<file path="config.mk">
export PLATFORM = sky130hd
export DESIGN_NAME = opa_skid_stage
export DESIGN_NICKNAME = d
export VERILOG_FILES = /design/src/rtl/opa_skid_stage_pkg.sv /design/src/rtl/opa_skid_stage_if.sv /design/src/rtl/opa_skid_stage_resolve.sv /design/src/rtl/opa_skid_stage.sv
export SDC_FILE = /design/constraint.sdc
export NUM_CORES = 1
export LEC_CHECK = 0
export CAP_MARGIN = 10
export CORE_UTILIZATION = 49
export CTS_CLUSTER_DIAMETER = 40
export DETAILED_ROUTE_END_ITERATION = 8
export PLACE_DENSITY = 0.81
export SLEW_MARGIN = 0
export SYNTH_ARGS = -nofsm -noshare
export SYNTH_HDL_FRONTEND = slang
export SYNTH_SLANG_ARGS = --single-unit
</file>
<file path="constraint.sdc">
create_clock -name clk_i -period 5.25 [get_ports clk_i]
set_input_delay 0.525 -clock clk_i [delete_from_list [all_inputs] [get_ports clk_i]]
set_output_delay 0.525 -clock clk_i [all_outputs]
set_load 0.01 [all_outputs]
</file>
<file path="src/rtl/opa_skid_stage_pkg.sv">
// Shared types for the operand-A decode->execute stage: select codes, widths and the
// beat record held in both skid-buffer entries.
package opa_skid_stage_pkg;

  localparam int OPA_XLEN      = 32;
  localparam int OPA_RF_ADDR_W = 5;

  typedef enum logic [1:0] {
    OPA_RS1  = 2'b00,
    OPA_PC   = 2'b01,
    OPA_ZERO = 2'b10,
    OPA_ILL  = 2'b11
  } opasel_e;

  typedef enum logic [1:0] {
    ST_EMPTY = 2'b00,
    ST_ONE   = 2'b01,
    ST_FULL  = 2'b10
  } occ_state_e;

  typedef struct packed {
    logic [OPA_XLEN-1:0] op_a;
    logic [OPA_XLEN-1:0] pc;
    logic                err;
  } opa_beat_t;

endpackage

</file>
<file path="src/rtl/opa_skid_stage_if.sv">
// Decode-side operand bundle: select code, PC, rs1 read port, writeback bypass and the
// resolved beat. The master drives the operands, the slave (resolver) returns the beat.
interface opa_skid_stage_if;
  import opa_skid_stage_pkg::*;

  logic [1:0]               opasel;
  logic [OPA_XLEN-1:0]      pc;
  logic [OPA_RF_ADDR_W-1:0] rs1_addr;
  logic [OPA_XLEN-1:0]      rs1_data;
  logic                     wb_we;
  logic [OPA_RF_ADDR_W-1:0] wb_rd;
  logic [OPA_XLEN-1:0]      wb_data;
  opa_beat_t                beat;

  modport master (
    output opasel, pc, rs1_addr, rs1_data, wb_we, wb_rd, wb_data,
    input  beat
  );

  modport slave (
    input  opasel, pc, rs1_addr, rs1_data, wb_we, wb_rd, wb_data,
    output beat
  );
endinterface

</file>
<file path="src/rtl/opa_skid_stage_resolve.sv">
// Combinational operand-A resolution. Writeback bypass of rs1 is built only when
// OPA_WB_FWD_EN is defined; otherwise the wb_* operands are ignored.
module opa_resolve
  import opa_skid_stage_pkg::*;
(
  opa_skid_stage_if.slave bus
);

  logic [OPA_XLEN-1:0] rs1_val;

`ifdef OPA_WB_FWD_EN
  // x0 is hardwired zero, so a write to it must never be bypassed.
  always_comb begin
    rs1_val = bus.rs1_data;
    if (bus.wb_we && (bus.wb_rd == bus.rs1_addr) && (bus.rs1_addr != '0)) begin
      rs1_val = bus.wb_data;
    end
  end
`else
  logic unused_wb;
  assign unused_wb = ^{bus.wb_we, bus.wb_rd, bus.wb_data, bus.rs1_addr};
  assign rs1_val   = bus.rs1_data;
`endif

  always_comb begin
    bus.beat.pc   = bus.pc;
    bus.beat.op_a = '0;
    bus.beat.err  = 1'b0;
    case (opasel_e'(bus.opasel))
      OPA_RS1:  bus.beat.op_a = rs1_val;
      OPA_PC:   bus.beat.op_a = bus.pc;
      OPA_ZERO: bus.beat.op_a = '0;
      OPA_ILL:  bus.beat.err  = 1'b1;
      default:  bus.beat.err  = 1'b1;
    endcase
  end

endmodule

</file>
<file path="src/rtl/opa_skid_stage.sv">
// Operand-A decode->execute stage: resolves operand A at capture and holds it in a
// 2-entry skid buffer (main + skid). Optional writeback bypass: OPA_WB_FWD_EN.
module opa_skid_stage
  import opa_skid_stage_pkg::*;
#(
  // Beat storage is sized by the package; these must stay at their defaults.
  parameter int XLEN      = OPA_XLEN,
  parameter int RF_ADDR_W = OPA_RF_ADDR_W
) (
  input  logic                 clk_i,
  input  logic                 rst_i,
  input  logic                 flush_i,
  input  logic                 in_valid_i,
  output logic                 in_ready_o,
  input  logic [1:0]           opasel_i,
  input  logic [XLEN-1:0]      pc_i,
  input  logic [RF_ADDR_W-1:0] rs1_addr_i,
  input  logic [XLEN-1:0]      rs1_data_i,
  input  logic                 wb_we_i,
  input  logic [RF_ADDR_W-1:0] wb_rd_i,
  input  logic [XLEN-1:0]      wb_data_i,
  output logic                 out_valid_o,
  input  logic                 out_ready_i,
  output logic [XLEN-1:0]      op_a_o,
  output logic [XLEN-1:0]      pc_o,
  output logic                 opasel_err_o
);

  opa_skid_stage_if res_if ();

  assign res_if.opasel   = opasel_i;
  assign res_if.pc       = pc_i;
  assign res_if.rs1_addr = rs1_addr_i;
  assign res_if.rs1_data = rs1_data_i;
  assign res_if.wb_we    = wb_we_i;
  assign res_if.wb_rd    = wb_rd_i;
  assign res_if.wb_data  = wb_data_i;

  opa_resolve u_resolve (
    .bus (res_if.slave)
  );

  // Handshake: a beat moves on a side only in a cycle where valid and ready are both
  // high at the rising edge; a presented beat stays valid and stable until drained.
  occ_state_e state_q;
  opa_beat_t  main_q;
  opa_beat_t  skid_q;
  logic       in_ready_q;
  logic       out_valid_q;

  logic accept;
  logic drain;

  assign accept = in_valid_i & in_ready_q;
  assign drain  = out_valid_q & out_ready_i;

  // Flush only clears valids; stale data sits behind out_valid_o=0.
  always_ff @(posedge clk_i or posedge rst_i) begin
    if (rst_i) begin
      state_q     <= ST_EMPTY;
      main_q      <= '0;
      skid_q      <= '0;
      in_ready_q  <= 1'b1;
      out_valid_q <= 1'b0;
    end else if (flush_i) begin
      state_q     <= ST_EMPTY;
      in_ready_q  <= 1'b1;
      out_valid_q <= 1'b0;
    end else begin
      case (state_q)
        ST_EMPTY: begin
          if (accept) begin
            main_q      <= res_if.beat;
            state_q     <= ST_ONE;
            out_valid_q <= 1'b1;
          end
        end
        ST_ONE: begin
          if (accept && !drain) begin
            skid_q     <= res_if.beat;
            state_q    <= ST_FULL;
            in_ready_q <= 1'b0;
          end else if (accept && drain) begin
            main_q <= res_if.beat;
          end else if (drain) begin
            state_q     <= ST_EMPTY;
            out_valid_q <= 1'b0;
          end
        end
        ST_FULL: begin
          if (drain) begin
            main_q     <= skid_q;
            state_q    <= ST_ONE;
            in_ready_q <= 1'b1;
          end
        end
        default: begin
          state_q     <= ST_EMPTY;
          in_ready_q  <= 1'b1;
          out_valid_q <= 1'b0;
        end
      endcase
    end
  end

  assign in_ready_o   = in_ready_q;
  assign out_valid_o  = out_valid_q;
  assign op_a_o       = main_q.op_a;
  assign pc_o         = main_q.pc;
  assign opasel_err_o = main_q.err;

endmodule
</file>
==> flow_metrics.tcl <==
set metrics [dict create \
    status "finished, final reports clean" \
    finalNonFillerCells 795 \
    setup_violations 0 \
    htreeDepth 4 \
    synth_top_area_share_pct 50.78 \
    leakage_nw 3.624 \
    path_class "flop to flop" \
    worst_slack_ns 2.068 \
    synth_edf_count 0 \
    drc 0 \
    clock-sinks 134 \
    slowest_delay_ns 0.88 \
    cts_tree "done" \
    worstSetupStartpointType "flop" \
    fin_crit_ns 3.182 \
    portBuffers 137 \
    core_area_um2 12820 \
    pin_count 181 \
    dieWidth_um 117.7 \
    grt_pass1_vias 5001 \
    drv_cap 0 \
    first_pass_iters 4 \
    cp.arrival_ns 3.47 \
    ys.flop_type "dfrtp_1" \
    dieArea_um2 13840 \
    dpl_cell_area_um2 7946 \
    vias_per_cell 5.797 \
    ys_seq_area_share_pct 51.18 \
    placed_cells 767 \
    fin_total_pwr_mw 4.163 \
    relSlewSlack_pct 23.28 \
    gp_congestion 0.7507 \
    hold_path.class "primary input to async pin" \
    grt.total_usage_pct 23.56 \
    die_h_um 117.7 \
    synth_area_um2 6554 \
    cp_slowest_cell "dfrtp_1" \
    vias 4609 \
    wl_per_cell_um 19.65 \
    fin_hold_ws_ns 0.4667 \
    tns_ns 0 \
    tightest_slew_ns 1.151 \
    finalWirelength_mm 15.62 \
    post_cts.repair.setup_buffers 0 \
    end_kind "flop" \
    diodes 0 \
    multi_input_area_um2 2960 \
    synthTopCellsByArea "dfrtp_1, mux2_2, mux2_1, o31ai_1, mux2i_1" \
    grt-ovfl-total 0 \
    yosysWarningCount 0 \
    numCtsBuffers 17 \
    utilization_pct 66.30 \
    drtIter0Drc 283 \
    area_delta_synth_final_pct 29.74 \
    synth_cell_types 34 \
    grt_pass1_wl_mm 25.93 \
    crit_required_ns 5.53 \
    ir_worst_vdd_mv 0.3024 \
    cts_buffer_depth 2 \
    place_ws_ns 2.030 \
    avgSynthCellArea_um2 13.13 \
    hpwl_mm 9.687 \
    timing.final.crit_share_pct 60.60 \
    synth.largest_area_cell "dfrtp_1" \
    power_density_nw_per_um2 489.6 \
    clk_pin_slew_ns 0.05 \
    seq_area_um2 3354 \
    antenna_found_initial 0 \
    worstPathCellList "nand2b_2 -> o32ai_4 -> buf_4 -> mux2_1" \
    row_count 41 \
    grt_start_max_net_pins 66 \
    synthCells 499 \
    cts_root_buffer "clkbuf_16" \
    async_reset_ff_share_pct 100.0 \
    postRouteAntennaNets 0 \
    hold_buffers 0 \
    fillers 944 \
    synth_nets 613 \
    stdcell_area_um2 8503 \
    cts-resized-gates 0 \
    worstPathMaxFanout 35 \
    rsz0062_at_grt "false" \
    fmax_ghz 0.3143 \
    hold_viol_final 0 \
    synth_seq_cells 134 \
    nets 728 \
    drive_above_1_share_pct 20.22 \
    start_util_pct 51.10 \
    drv_slew 0 \
    clkLatencyLatePin_ns 0.42 \
    skew_ns 0.01433 \
]
-- flip-flops by register name, summed over array words and instances (netlist names) --
register      count
out_valid_o       1
skid_q           65
state_q           2
pc_o             32
op_a_o           32
opasel_err_o      1
in_ready_o        1
-- cell families (layout without fill, tap and decap cells) --
logic type / count (synthesis) / in the layout / synth area share, %
buffers and inverters: 49 / 173 / 4.009
and+or+nand+nor: 46 / 46 / 5.308
AOI/OAI and AO/OA: 107 / 107 / 11.07
muxes: 163 / 163 / 28.43
DFF: 134 / 134 / 51.18
-- metal layers --
metal / vias up / track usage (%) / part of all wire, %
met5: - / 0 / 0
met4: 0 / 9.135 / 1.1
met3: 11 / 4.215 / 4.2
met2: 136 / 39.04 / 50
met1: 2374 / 30.68 / 45
li1: 2088 / - / -
-- worst max-delay path: cells and delay by family (launching register included) --
kind	cells	cell delay, ns
AOI/OAI and AO/OA	1	0.47
buffers and inverters	1	0.49
DFF	1	0.88
muxes	1	0.39
and+or+nand+nor	1	0.78
-- layout make-up --
| cell class | count | area share, % |
|---|---|---|
| clock buffers | 24 | 6.018 |
| clock inverters | 4 | 0.5297 |
| inverters | 2 | 0.1177 |
| multi-input cells | 316 | 34.81 |
| flip-flops and latches | 134 | 39.45 |
| well taps | 172 | 2.531 |
| repair buffers | 143 | 16.54 |
-- cell usage in the layout (no fill, tap or decap), drive strengths merged, types with 2 or more instances in the layout --
cell and instances:
nand3b 32, o21ai 34, nor2 2, mux2i 32, clkbuf 24, inv 2, or2 2, clkinv 3
a21oi 2, clkdlybuf4s50 135, nand2 2, and3b 2, buf 8, o31ai 64, mux2 131, dfrtp 133
-- synth_stat cells (all sizes together) (2+ instances only) --
cell,number
dfrtp,133
inv,2
nand2,2
o21ai,34
o31ai,64
clkbuf,25
nand3b,32
nor2,2
a21oi,2
and3b,2
mux2,131
mux2i,32
buf,22
or2,2
-- final timing paths --
check	from	to	slack, ns	cells after the start
worst max-delay path	state_q[1]$_DFFE_PP0P_	op_a_o[15]$_DFFE_PP0P_	2.07	4
worst min-delay path	rst_i	pc_o[25]$_DFFE_PP0P_	0.47	2
worst max register to register	state_q[1]$_DFFE_PP0P_	op_a_o[15]$_DFFE_PP0P_	2.07	4
worst min register to register	pc_o[4]$_DFFE_PP0P_	pc_o[4]$_DFFE_PP0P_	0.49	1
max in group asynchronous	rst_i	skid_q[6]$_DFFE_PP0P_	3.75	3
min in group clk_i	pc_o[4]$_DFFE_PP0P_	pc_o[4]$_DFFE_PP0P_	0.49	1
-- report_power, final --
part	switching (mW)	internal [mW]	total, mW
combinational	0.530	0.802	1.33
clock	0.406	0.713	1.12
sequential	0.235	1.48	1.71
No activity file was read; power rests on OpenSTA's default activity.
